File: config.mk
export PLATFORM = sky130hd
export DESIGN_NAME = bmult44_seq_ctrl_flat
export DESIGN_NICKNAME = d
export VERILOG_FILES = /design/src/rtl/bmult44_seq_ctrl_pkg.sv /design/src/rtl/bmult44_seq_ctrl_if.sv /design/src/rtl/bmult44_seq_ctrl_tag_pipe.sv /design/src/rtl/bmult44_seq_ctrl.sv /design/src/flat_wrapper.sv
export SDC_FILE = /design/constraint.sdc
export NUM_CORES = 1
export LEC_CHECK = 0
export BUFFER_PORTS_ARGS = -buffer_cell sky130_fd_sc_hd__buf_2
export CORE_ASPECT_RATIO = 2
export CORE_MARGIN = 2
export CORE_UTILIZATION = 57
export DETAILED_ROUTE_END_ITERATION = 16
export PLACE_DENSITY_LB_ADDON = 0.3
export SLEW_MARGIN = 20
export SYNTH_ARGS = -nofsm -noshare
export SYNTH_HDL_FRONTEND = slang
export SYNTH_HIERARCHICAL = 1
export SYNTH_SLANG_ARGS = --single-unit
File: constraint.sdc
create_clock -name clk -period 4.85 [get_ports clk]
set_input_delay 0.97 -clock clk [delete_from_list [all_inputs] [get_ports clk]]
set_output_delay 0.97 -clock clk [all_outputs]
set_load 0.01 [all_outputs]
File: src/rtl/bmult44_seq_ctrl_pkg.sv
`default_nettype none
//============================================================================
// Module : bmult_seq_pkg
// Desc   : Shared widths, FSM states and tag type for the 44x44 sequencer.
// Rev    : 1.0  initial release
//============================================================================
package bmult_seq_pkg;

    localparam int CHUNK_W = 22;
    localparam int OP_W    = 2 * CHUNK_W;
    localparam int PROD_W  = 4 * CHUNK_W;

    typedef enum logic [1:0] {
        IDLE  = 2'd0,
        ISSUE = 2'd1,
        DRAIN = 2'd2,
        DONE  = 2'd3
    } seq_state_t;

    typedef struct packed {
        logic       live;
        logic [1:0] shift_sel;
    } pp_tag_t;

    // shift_sel 0 -> weight 0, 1 -> one chunk, 2/3 -> two chunks
    function automatic logic [PROD_W-1:0] pp_align(input logic [OP_W-1:0] p,
                                                   input logic [1:0]      sel);
        logic [PROD_W-1:0] w_ext;
        w_ext = PROD_W'(p);
        case (sel)
            2'd0:    return w_ext;
            2'd1:    return w_ext << CHUNK_W;
            default: return w_ext << (2 * CHUNK_W);
        endcase
    endfunction

endpackage
`default_nettype wire

File: src/rtl/bmult44_seq_ctrl_if.sv
`default_nettype none
//============================================================================
// Module : bmult44_seq_ctrl_if
// Desc   : Request, result and multiplier-side signals of the sequencer.
// Rev    : 1.0  initial release
//============================================================================
interface bmult44_seq_ctrl_if;
    import bmult_seq_pkg::*;

    logic                in_valid;
    logic                in_ready;
    logic [OP_W-1:0]     in_a;
    logic [OP_W-1:0]     in_b;
    logic                out_valid;
    logic                out_ready;
    logic [PROD_W-1:0]   out_prod;
    logic                mul_vld;
    logic [CHUNK_W-1:0]  mul_a;
    logic [CHUNK_W-1:0]  mul_b;
    logic [OP_W-1:0]     mul_p;

    // slave: the sequencer itself
    modport slave (
        input  in_valid, in_a, in_b, out_ready, mul_p,
        output in_ready, out_valid, out_prod, mul_vld, mul_a, mul_b
    );

    modport master (
        output in_valid, in_a, in_b, out_ready, mul_p,
        input  in_ready, out_valid, out_prod, mul_vld, mul_a, mul_b
    );

endinterface
`default_nettype wire

File: src/rtl/bmult44_seq_ctrl_tag_pipe.sv
`default_nettype none
//============================================================================
// Module : mult_tag_pipe
// Desc   : DEPTH-stage delay line of partial-product tags, aligned with mul_p.
// Rev    : 1.0  initial release
//============================================================================
module mult_tag_pipe
    import bmult_seq_pkg::*;
#(
    parameter int DEPTH = 1
) (
    input  logic    clk,
    input  logic    rst,
    input  pp_tag_t i_tag,
    output pp_tag_t o_tag,
    output logic    o_pending
);

    pp_tag_t r_stage [DEPTH];

    always_ff @(posedge clk) begin
        if (rst) begin
            for (int k = 0; k < DEPTH; k++) r_stage[k] <= '0;
        end else begin
            r_stage[0] <= i_tag;
            for (int k = 1; k < DEPTH; k++) r_stage[k] <= r_stage[k-1];
        end
    end

    assign o_tag = r_stage[DEPTH-1];

    // Live tags that will still be in flight after the output stage retires
    generate
        if (DEPTH > 1) begin : g_pending
            always_comb begin
                o_pending = 1'b0;
                for (int k = 0; k < DEPTH - 1; k++) o_pending = o_pending | r_stage[k].live;
            end
        end else begin : g_no_pending
            assign o_pending = 1'b0;
        end
    endgenerate

endmodule
`default_nettype wire

File: src/rtl/bmult44_seq_ctrl.sv
`default_nettype none
//============================================================================
// Module : bmult44_seq_ctrl
// Desc   : 44x44 unsigned multiply via four 22x22 passes on a shared multiplier.
// Rev    : 1.0  initial release
//============================================================================
module bmult44_seq_ctrl
    import bmult_seq_pkg::*;
#(
    parameter int MUL_LAT = 1
) (
    input  logic              clk,
    input  logic              rst,
    bmult44_seq_ctrl_if.slave bus
);

    seq_state_t          r_state;
    seq_state_t          w_next_state;
    logic [OP_W-1:0]     r_a;
    logic [OP_W-1:0]     r_b;
    logic [1:0]          r_idx;
    logic [PROD_W-1:0]   r_acc;
    pp_tag_t             w_issue_tag;
    pp_tag_t             w_ret_tag;
    logic                w_pending;
    logic                w_in_ready;
    logic                w_accept;
    logic [CHUNK_W-1:0]  w_mul_a;
    logic [CHUNK_W-1:0]  w_mul_b;

    assign w_in_ready = (r_state == IDLE) && !rst;
    assign w_accept   = w_in_ready && bus.in_valid;

    always_comb begin
        w_next_state = r_state;
        w_issue_tag  = '0;
        w_mul_a      = '0;
        w_mul_b      = '0;
        case (r_state)
            IDLE: begin
                if (w_accept) w_next_state = ISSUE;
            end
            ISSUE: begin
                // idx[1] picks the A half, idx[0] the B half
                w_issue_tag.live      = 1'b1;
                w_issue_tag.shift_sel = (r_idx == 2'd0) ? 2'd0 :
                                        (r_idx == 2'd3) ? 2'd2 : 2'd1;
                w_mul_a = r_idx[1] ? r_a[OP_W-1:CHUNK_W] : r_a[CHUNK_W-1:0];
                w_mul_b = r_idx[0] ? r_b[OP_W-1:CHUNK_W] : r_b[CHUNK_W-1:0];
                if (r_idx == 2'd3) w_next_state = DRAIN;
            end
            DRAIN: begin
                if (!w_pending) w_next_state = DONE;
            end
            DONE: begin
                if (bus.out_ready) w_next_state = IDLE;
            end
            default: w_next_state = IDLE;
        endcase
    end

    always_ff @(posedge clk) begin
        if (rst) begin
            r_state <= IDLE;
            r_a     <= '0;
            r_b     <= '0;
            r_idx   <= '0;
            r_acc   <= '0;
        end else begin
            r_state <= w_next_state;
            if (w_accept) begin
                r_a   <= bus.in_a;
                r_b   <= bus.in_b;
                r_idx <= '0;
                r_acc <= '0;
            end else begin
                if (r_state == ISSUE) r_idx <= r_idx + 2'd1;
                if (w_ret_tag.live)   r_acc <= r_acc + pp_align(bus.mul_p, w_ret_tag.shift_sel);
            end
        end
    end

    mult_tag_pipe #(
        .DEPTH (MUL_LAT)
    ) u_tag_pipe (
        .clk       (clk),
        .rst       (rst),
        .i_tag     (w_issue_tag),
        .o_tag     (w_ret_tag),
        .o_pending (w_pending)
    );

    assign bus.in_ready  = w_in_ready;
    assign bus.out_valid = (r_state == DONE);
    assign bus.out_prod  = (r_state == DONE) ? r_acc : '0;
    assign bus.mul_vld   = w_issue_tag.live;
    assign bus.mul_a     = w_mul_a;
    assign bus.mul_b     = w_mul_b;

endmodule
`default_nettype wire

File: src/flat_wrapper.sv
// flat-port wrapper written by rule: the top's interface ports become plain ports
module bmult44_seq_ctrl_flat import bmult_seq_pkg::*;
#(
    parameter int MUL_LAT = 1
)
  (clk, rst, bus_in_valid, bus_in_a, bus_in_b, bus_out_ready, bus_mul_p, bus_in_ready, bus_out_valid, bus_out_prod, bus_mul_vld, bus_mul_a, bus_mul_b);
  bmult44_seq_ctrl_if bus_i ();
  input  logic clk;
  input  logic rst;
  input wire logic [$bits(bus_i.in_valid)-1:0] bus_in_valid;
  input wire logic [$bits(bus_i.in_a)-1:0] bus_in_a;
  input wire logic [$bits(bus_i.in_b)-1:0] bus_in_b;
  input wire logic [$bits(bus_i.out_ready)-1:0] bus_out_ready;
  input wire logic [$bits(bus_i.mul_p)-1:0] bus_mul_p;
  output wire logic [$bits(bus_i.in_ready)-1:0] bus_in_ready;
  output wire logic [$bits(bus_i.out_valid)-1:0] bus_out_valid;
  output wire logic [$bits(bus_i.out_prod)-1:0] bus_out_prod;
  output wire logic [$bits(bus_i.mul_vld)-1:0] bus_mul_vld;
  output wire logic [$bits(bus_i.mul_a)-1:0] bus_mul_a;
  output wire logic [$bits(bus_i.mul_b)-1:0] bus_mul_b;
  assign bus_i.in_valid = bus_in_valid;
  assign bus_i.in_a = bus_in_a;
  assign bus_i.in_b = bus_in_b;
  assign bus_i.out_ready = bus_out_ready;
  assign bus_i.mul_p = bus_mul_p;
  assign bus_in_ready = bus_i.in_ready;
  assign bus_out_valid = bus_i.out_valid;
  assign bus_out_prod = bus_i.out_prod;
  assign bus_mul_vld = bus_i.mul_vld;
  assign bus_mul_a = bus_i.mul_a;
  assign bus_mul_b = bus_i.mul_b;
  bmult44_seq_ctrl #(.MUL_LAT(MUL_LAT)) u_core (.clk(clk), .rst(rst), .bus(bus_i));
endmodule
* Yosys cells after proc, flatten, opt, wreduce, memory -nomap -nowiden
Memories as Yosys holds them, arrays and structs flattened.
Cells that the tools add are included.
** Word-level totals
- Output and inout bits :: 135
- Memory bits (writable) :: 3
- Input bits :: 136
- Word-level logic and storage cells :: 46
- Memories :: 1
- Flip-flop bits (word level) :: 180
** Operators by class
- Reduce and logical (&&, ||, !) cells :: 9
- $add $sub $neg :: 2
- Eq/ne operators :: 8
- Multiplexer cells :: 21
** Memory list
- u_core.u_tag_pipe.r_stage :: words 1, bits a word 3, read ports 1, clocked after Yosys merged registers in 0, wr ports 1, RTL line bmult44_seq_ctrl_tag_pipe.sv:19 : pp_tag_t r_stage [DEPTH];
** Operator list (number)
- 88-bit two-way mux :: 4
- 88-bit case mux with 2 select lines :: 1
- 88-bit adder :: 1
- 22-bit two-way mux :: 4
- 2-bit two-way mux :: 5
- 2-bit case mux with 4 select lines :: 1
- 2-bit == test, second input constant :: 3
- 2-bit logical NOT :: 3
- 3-bit two-way mux :: 2
- 2-bit by 1-bit == test with 1-bit output, second input constant :: 2
- 1-bit two-way mux :: 4
- 2-bit by 1-bit != test with 1-bit output, second input constant :: 2
- 3-bit AND reduction :: 1
- 3-bit OR reduction :: 1
- 2-bit by 1-bit adder with 2-bit output, second input constant :: 1
- 1-bit logical AND :: 2
- 2-bit != test, second input constant :: 1
- 2-bit OR reduction :: 1
- 1-bit logical NOT :: 1

* Logic depth before layout (Yosys ltp)
Gate-level depths: netlist of the first run.
An unclocked memory read counts as a cell.
- Depth in word-level cells :: 7
- Gate-level depth with buffers :: 16
- Mapped depth without buffers :: 14

* Hierarchy
Netlist of the first run, hierarchy kept.
** Modules (own cells, without submodules)
- bmult44_seq_ctrl :: area an instance 14169.8 µm², cells each 1900, sequential area each 3603.5 µm², instances 1
- mult_tag_pipe :: area an instance 90.1 µm², cells each 8, sequential area each 60.1 µm², instances 1

* Least setup slack after synthesis of the first run
Ideal clock, no wire load.
- Kind :: input to register
- Start :: input port bus_mul_p[0]
- End :: register u_core.r_acc[84]
- Setup time :: 0.120 ns
- Data required time :: 4.730 ns
- Setup slack :: 1.031 ns
- Buffers on the path :: 0
- Arrival :: 3.700 ns
- Stages on the path :: 13
- Path through :: and2_1 > ha_1 > fa_1 > a21o_1 > a221oi_2 > o211ai_2 > o211ai_2 > or3b_1 > a41oi_2 > o21ai_2 > a311oi_4 > nor4_1 > a211o_1
** Between the ends
- Word-level cells in the longest chain between the ends :: 5
** Ends and longest elaborated chain
- from (decl) :: RTL line flat_wrapper.sv:14 : input wire logic [$bits(bus_i.mul_p)-1:0] bus_mul_p;
- 88-bit case mux with 2 select lines :: RTL line bmult44_seq_ctrl_pkg.sv:30 : case (sel)
- 88-bit two-way mux :: RTL line bmult44_seq_ctrl.sv:78 : if (w_ret_tag.live) r_acc <= r_acc + pp_align(bus.mul_p, w_ret_tag.shift_sel);
- 88-bit two-way mux :: RTL line bmult44_seq_ctrl.sv:71 : if (w_accept) begin
- 88-bit two-way mux :: RTL line bmult44_seq_ctrl.sv:63 : if (rst) begin
- 88-bit adder :: RTL line bmult44_seq_ctrl.sv:78
- to (signal assigned) :: RTL line bmult44_seq_ctrl.sv:78
- to (decl) :: RTL line bmult44_seq_ctrl.sv:22 : logic [PROD_W-1:0] r_acc;
No other way between the ends. The select of a mux whose other input is x is not followed.
A chain may end at the register's enable or synchronous reset.

* Final worst setup path of the first run
- Start :: memory u_core/u_tag_pipe/r_stage[0][1] (netlist bit)
- End :: register u_core.r_acc[35]
** Between the ends
- Word-level cells in the longest chain between the ends :: 7
- Elaborated cells on any way between the ends :: 8
- Classes of those cells :: add/sub: 1; eq/ne: 1; mux: 4; reduce/logical: 1; memory: 1
** Ends and longest elaborated chain (RTL line)
- from (decl) :: bmult44_seq_ctrl_tag_pipe.sv:19
- memory 1 x 3 bit *
- 2-bit by 1-bit == test with 1-bit output / 2-bit logical NOT (equally long branches) :: bmult44_seq_ctrl_pkg.sv:30
- 88-bit case mux with 2 select lines * :: bmult44_seq_ctrl_pkg.sv:30
- 88-bit two-way mux * :: bmult44_seq_ctrl.sv:78
- 88-bit two-way mux * :: bmult44_seq_ctrl.sv:71
- 88-bit two-way mux * :: bmult44_seq_ctrl.sv:63
- 88-bit adder * :: bmult44_seq_ctrl.sv:78
Every way passes the cells marked *; elsewhere a longest branch is shown, timed or not. The select of a mux whose other input is x is not followed.

==> results.toml, run 1 <==
[logic_synthesis]
synth_top_flop_cell = "dfxtp_1"
synth-seq-cells = 183
synth_edf_count = 0
synthesis.area_per_instance_um2 = 7.47
yosys_synthesis_warning_count = 6
synth_async_sr_flop_share_pct = 0
synth.cell_area_um2 = 14300
synth.lib_cells_used.distinct = 75
post_synth_inst_count = 1908
seq_area_frac_synth_pct = 25.7
postSynthNetCount = 2138

[layout]
area.growth.synth_to_final_pct = 15.1
finish.net_count = 2323
post_route_cells_drive_above_1_share_pct = 17.2
n_fill_cell = 2315

[global_route]
globalRouteTotalUtil_pct = 43.7
first_global_vias = 14800
first_pass_grt_wire_length_mm = 84.9
grt_overflow_total = 0
grt_max_degree = 121
antenna_found_initial = 5

[route]
dr.first_iter.drc_count = 1374
drtAntennaViolNets = 0
detail_route.wl_per_cell_um = 23.9
wirelength_mm = 58.3
drt_pass1_iterations = 8
vias = 15200
route.detailed.drc = 0
drt-vias-per-instance = 6.24

[pwr]
power_density_nw_per_um2 = 334
vdd_ir_drop_max_v = 0.000343
p_leak_nw = 7.23

[clocking]
cts_max_level = 4
cts.path.max_buffers = 2
cts_tree = "yes"
clkTransAtPathRegs_ns = 0.08
worstSkewPairLatency_ns = 0.46
numClockSinks = 183
cts_root_buffer = "clkbuf_16"
post_cts_hold_buffer_count = 0
cts_made_buffers = 17

[die]
io_pins = 271
floorplan.initialDensity_pct = 58.1
die-width_um = 116
die_h_um = 228
die_area_um2 = 26400
core_area_um2 = 24500
fp-row-count = 81

[timing]
setup_viol_count_final = 0
timing.hold.ws_ns = 0.477
final_cycle_share_pct = 97.3
finalHoldViolations = 0
timing.max_slew.rel_slack_pct = 21.2
period_needed_ns = 4.72
clock.fmax_mhz = 212
final.setup_skew_ns = 0.0129
report.final.slew_viol_count = 0
setup_tns_ns = 0
tightestPinTransition_ns = 1.18
rsz0062_at_grt = "false"

[worst_setup_path]
crit_path_top_delay_cell = "o21bai_1"
cp-start-kind = "flip-flop"
cp_data_required_time_ns = 5.15
path_class = "reg -> reg"
crit_path_end_kind = "flip-flop"
crit_path_cell_trace = "nor2_1, buf_4, and2_1, ha_1, a21o_1, a31o_2, o211ai_1, o21ai_1, a21boi_0, o21bai_1, a31oi_1, o21ai_0, xnor2_1, o21ai_0"
worst_path_largest_cell_delay_ns = 0.74
worst_ep_arrival_time_ns = 5.02
timing.reg2reg.setup_slack_ns = 0.13
crit_top_cell = "o21ai_0"
r2r.worst_path.cells = 14
cp_max_fo = 22

[placement]
numPortBuffers = 270
place.detailed.hpwl_mm = 42.6
place_congestion = 1.11

[worst_hold_path]
min_path_cells = 2
hp-class = "reg -> reg"

[run]
max-cap-violations = 0

[run_status]
run_status = "finished, final reports clean"
## what timing repair did
action                                  4_1_cts  5_1_grt
buffers inserted                              0        0
endpoints found under the setup margin        0        4
gates resized for setup                       0        2
## registers in the layout (all words and copies together) (netlist names)
name / flops
u_core/r_state: 2
u_core/r_idx: 2
u_core/u_tag_pipe/r_stage: 3
u_core/r_acc: 88
u_core/r_b: 44
u_core/r_a: 44
## worst max-delay path, delay by kind of cell (launching register included)
| kind | cells | cell delay [ns] |
|---|---|---|
| AO/OA/AOI/OAI | 9 | 2.93 |
| flip-flops | 1 | 0.57 |
| adder cells (fa/ha/maj) | 1 | 0.38 |
| AND/OR/NAND/NOR | 2 | 0.28 |
| buffers and inverters | 1 | 0.22 |
| XOR/XNOR | 1 | 0.16 |
## worst paths after layout
path	endpoint	startpoint
setup / recovery	u_core/r_acc[35]$_SDFFE_PP0P_	u_core/u_tag_pipe/r_stage[0][1]$_SDFF_PP0_
hold / removal	u_core/r_b[4]$_SDFFE_PP0P_	u_core/r_b[4]$_SDFFE_PP0P_
setup reg to reg	u_core/r_acc[35]$_SDFFE_PP0P_	u_core/u_tag_pipe/r_stage[0][1]$_SDFF_PP0_
hold reg to reg	u_core/r_b[4]$_SDFFE_PP0P_	u_core/r_b[4]$_SDFFE_PP0P_
## cells by family after synthesis
kind of cell | count (synthesis) | share of synthesized area, %
AOI/OAI and AO/OA | 495 | 22.3
xor gates and xnor gates | 67 | 4.12
adders and majority gates | 94 | 8.30
buffers and inverters | 163 | 4.39
DFF | 183 | 25.7
muxes | 114 | 8.01
other | 1 | 0.0263
and+or+nand+nor | 791 | 27.2
## layout by cell type (no fill, tap or decap), drive strengths merged, types with 10 or more instances in the layout
cell type,Yosys,final
mux2i,113,113
nand2,201,201
buf,16,299
nand4,43,43
a21boi,10,10
dfxtp,183,183
and2,143,143
a21o,50,50
xnor2,50,50
o21a,16,16
nand2b,92,92
a21oi,131,131
o21ai,160,160
ha,93,93
clkbuf,117,19
o21bai,19,19
inv,29,34
a22o,22,22
o211ai,16,16
nor3,27,27
nor2,208,208
a31oi,15,15
nand3,28,28
xor2,17,17
## report_power, final
group / total (W) / switching, W / internal, W
registers: 0.00195 / 0.000215 / 0.00174
logic: 0.00201 / 0.00128 / 0.000728
clock network: 0.00152 / 0.000709 / 0.000815
total: 0.00549 / 0.00221 / 0.00328
## per-stage QoR
stage | worst slack, ns | utilization (%) | instances | instance area (µm²) | power (W)
2_1_floorplan | 1.03 | - | 1908 | 14300 | 0.00330
6_report | 0.129 | 66.9 | 2440 | 16400 | 0.00549
3_5_place_dp | 0.0377 | 64.3 | 2406 | 15800 | 0.00391
5_1_grt | 0.0335 | 66.9 | 2439 | 16400 | 0.00572
4_1_cts | 0.202 | 66.9 | 2438 | 16400 | 0.00543
3_3_place_gp | 0.00428 | 64.3 | 2406 | 15800 | 0.00387
## synth_stat cells, drive strengths merged, types with 8 or more instances
| master | count | area share (%) |
|---|---|---|
| xor2 | 17 | 1.0 |
| nand2b | 92 | 4.0 |
| buf | 16 | 0.52 |
| a21boi | 10 | 0.53 |
| inv | 29 | 0.76 |
| xnor2 | 50 | 3.1 |
| nand2 | 201 | 5.3 |
| dfxtp | 183 | 26 |
| nand3 | 28 | 0.98 |
| and3 | 8 | 0.35 |
| a211oi | 9 | 0.54 |
| mux2i | 113 | 7.9 |
| clkbuf | 117 | 3.1 |
| nand4 | 43 | 1.9 |
| o211ai | 16 | 0.91 |
| a31oi | 15 | 0.66 |
| nor4 | 8 | 0.35 |
| a22o | 22 | 1.4 |
| a21oi | 131 | 4.7 |
| o21bai | 19 | 1.0 |
| a21o | 50 | 2.7 |
| ha | 93 | 8.2 |
| nor2 | 208 | 5.5 |
| o21ai | 160 | 5.7 |
| and2 | 143 | 6.3 |
| nor3 | 27 | 0.95 |
| o21a | 16 | 0.84 |
## metal layers
layer | wire [µm] | vias to the layer above | global-route usage [%] | share of wire [%]
met1 | 18600 | 6997 | 40.9 | 32
met4 | 6830 | 6 | 41.4 | 12
met5 | 37 | - | 0 | 0.063
met2 | 27000 | 839 | 71.9 | 46
li1 | - | 7041 | - | -
met3 | 5850 | 337 | 16.2 | 10
## layout make-up
| cell class | instances | area [µm²] | area share, % |
|---|---|---|---|
| Clock inverter | 13 | 184 | 1.12 |
| Clock buffer | 19 | 453 | 2.76 |
| Antenna cell | 2 | 5.00 | 0.0305 |
| Inverter | 30 | 113 | 0.686 |
| Sequential cell | 183 | 3670 | 22.4 |
| Tap cell | 332 | 415 | 2.53 |
| Timing Repair Buffer | 299 | 1590 | 9.71 |
| Multi-Input combinational cell | 1562 | 9980 | 60.8 |
No activity file was read; power rests on OpenSTA's default activity.
==> run 2: changes to the inputs <==
- CORE_UTILIZATION: 57 -> 62
- clock period: 4.85 -> 5.9 ns (I/O delays scaled with it)
==> run 2 against run 1 <==
Net effect: register-to-register slack improved by 0.71 ns; clock skew is essentially flat; combinational power is 18% lower; first-iteration DRC count shrank 9.5%; hold slack improved by 0.00060 ns; cell count down 2.7%; clock power fell by 25%; sequential cell count unchanged; utilization is 4.5 points higher; cell area is 1.5% lower; critical endpoint unchanged; highest routed layer is now met4.
==> results.toml, run 2 (synthesis gave the netlist of run 1 again) <==
[worst_setup_path]
timing.rr.end = "u_core/r_acc[35]$_SDFFE_PP0P_"
cp-start-kind = "flip-flop"
cp_max_fo = 23
worst_ep_arrival_time_ns = 5.40
timing.reg2reg.setup_slack_ns = 0.84
crit_path_end_kind = "flip-flop"
r2r.worst_path.cells = 15
cp_data_required_time_ns = 6.24
path_class = "reg -> reg"
worstReg2RegStart = "u_core/u_tag_pipe/r_stage[0][0]$_SDFF_PP0_"

[global_route]
first_global_vias = 14800
antenna_found_initial = 0
grt_overflow_total = 0
grt_max_degree = 122
globalRouteTotalUtil_pct = 43.8
first_pass_grt_wire_length_mm = 81.8

[run_status]
run_status = "finished, final reports clean"

[pwr]
comb_power_share_pct = 37.5
p_leak_nw = 7.15
total_net_switching_power_w = 0.00179
cell_internal_power_w = 0.00259
vdd_ir_drop_max_v = 0.000310
totalPowerFinal_w = 0.00438
sequentialPowerShare_pct = 36.3
sw_frac_of_total_pct = 40.8
power_density_nw_per_um2 = 271
clock_power_share_pct = 26.1

[route]
drtAntennaViolNets = 0
detail_route.wl_per_cell_um = 23.1
drt-vias-per-instance = 6.40
wirelength_mm = 54.7
route.detailed.drc = 0
dr.first_iter.drc_count = 1243
vias = 15200
drt_pass1_iterations = 8

[layout]
regMostFlops = "u_core/r_acc"
seq_area_um2 = 3670
top_regs = "u_core/r_acc (88), u_core/r_a (44), u_core/r_b (44)"
finish.net_count = 2311
layout_commonest_cell = "buf_2"
n_fill_cell = 1882
antenna_cells = 0
final_core_util_pct = 71.4
area.growth.synth_to_final_pct = 13.4
layout.cell_area.non_filler_um2 = 16200
post_route_cells_drive_above_1_share_pct = 16.6
most-common-layout-cells = "270 x buf_2, 208 x nor2_1, 201 x nand2_1"
largest_reg_flops = 88
multiInputGateArea_um2 = 9980
final-instance-count-excl-fill = 2374

[clocking]
cts_setup_buffers = 0
cts_made_buffers = 17
numClockSinks = 183
post_cts_hold_buffer_count = 0
cts_tree = "yes"
ctsResizeCount = 0
clkTransAtPathRegs_ns = 0.08
cts_root_buffer = "clkbuf_16"
cts_max_level = 4
worstSkewPairLatency_ns = 0.47
cts.path.max_buffers = 2

[run]
max-cap-violations = 0

[die]
fp-row-count = 78
io_pins = 271
die-width_um = 111
die_h_um = 218
die_area_um2 = 24300
core_area_um2 = 22600
floorplan.initialDensity_pct = 63.0

[timing]
final.setup_skew_ns = 0.0134
report.final.slew_viol_count = 0
rsz0062_at_grt = "false"
finalHoldViolations = 0
tightestPinTransition_ns = 1.13
setup_tns_ns = 0
period_needed_ns = 5.06
timing.max_slew.rel_slack_pct = 24.1
setup_viol_count_final = 0
final_cycle_share_pct = 85.8
clock.fmax_mhz = 197

[placement]
place_area_um2 = 15600
place_congestion = 1.13
numPortBuffers = 270
place.detailed.hpwl_mm = 41.6
placed_instances = 2342

[worst_hold_path]
min_path_cells = 2
hold_path_end = "u_core/r_a[10]$_SDFFE_PP0P_"
hp-class = "reg -> reg"
hold_path.startpoint = "u_core/r_a[10]$_SDFFE_PP0P_"
-- run 2: cell count changes in the layout (fill, tap and decap cells not counted), moves of 2 or more --
| cell | previous run | this run |
|---|---|---|
| buf_4 | 27 | 17 |
| bufinv_16 | 2 | 0 |
| buf_12 | 2 | 0 |
| diode_2 | 2 | 0 |
-- run 2: metrics by stage --
step	hold WS [ns]	setup slack [ns]
after floorplan	0.438	1.87
after global placement	0.458	0.855
after detailed placement	0.463	0.851
after CTS	0.476	1.08
after global routing	0.494	0.925
final	0.477	0.836
-- run 2: critical path, cell delays in order (launching register included) --
cell,delay (ns)
dfxtp_1,0.34
buf_4,0.41
nor2_1,0.08
buf_4,0.22
and2_1,0.19
ha_1,0.36
a21o_1,0.20
a31o_2,0.15
o211ai_1,0.15
o21ai_0,0.89
a21boi_0,0.43
o21bai_1,0.57
a31oi_1,0.23
o21ai_0,0.32
xnor2_1,0.27
o21ai_0,0.12
-- run 2: power by group through the flow --
| stage | logic (W) | registers [W] | clock network, W |
|---|---|---|---|
| after global placement | 0.00156 | 0.00160 | 0 |
| after floorplan | 0.00117 | 0.00154 | 0 |
| after CTS | 0.00160 | 0.00158 | 0.00116 |
| after global routing | 0.00177 | 0.00160 | 0.00120 |
| after detailed placement | 0.00159 | 0.00161 | 0 |
| final | 0.00164 | 0.00159 | 0.00114 |
-- run 2: worst max path at each step --
stage | slack [ns] | from | endpoint
4_1_cts | 1.08 | u_core/u_tag_pipe/r_stage[0][0]$_SDFF_PP0_ | u_core/r_acc[35]$_SDFFE_PP0P_
3_5_place_dp | 0.85 | bus_mul_p[1] | u_core/r_acc[35]$_SDFFE_PP0P_
6_report | 0.84 | u_core/u_tag_pipe/r_stage[0][0]$_SDFF_PP0_ | u_core/r_acc[35]$_SDFFE_PP0P_
5_1_grt | 0.92 | u_core/u_tag_pipe/r_stage[0][0]$_SDFF_PP0_ | u_core/r_acc[35]$_SDFFE_PP0P_
2_1_floorplan | 1.87 | bus_mul_p[0] | u_core/r_acc[84]$_SDFFE_PP0P_
3_3_place_gp | 0.86 | bus_mul_p[1] | u_core/r_acc[35]$_SDFFE_PP0P_
-- run 2: per-layer routing --
metal,wire length [µm],GRT usage [%],up-vias
li1,-,-,7032
met1,18300,42.3,7084
met2,26600,76.2,811
met3,4080,11.0,275
met4,5710,39.3,0
met5,0,0,-
-- run 2: layout make-up --
| cell class | count | share of cell area (%) |
|---|---|---|
| flip-flops and latches | 183 | 22.7 |
| clock inverters | 13 | 0.851 |
| inverters | 30 | 0.697 |
| repair buffers | 287 | 9.15 |
| well taps | 280 | 2.17 |
| multi-input cells | 1562 | 61.7 |
| clock buffers | 19 | 2.74 |
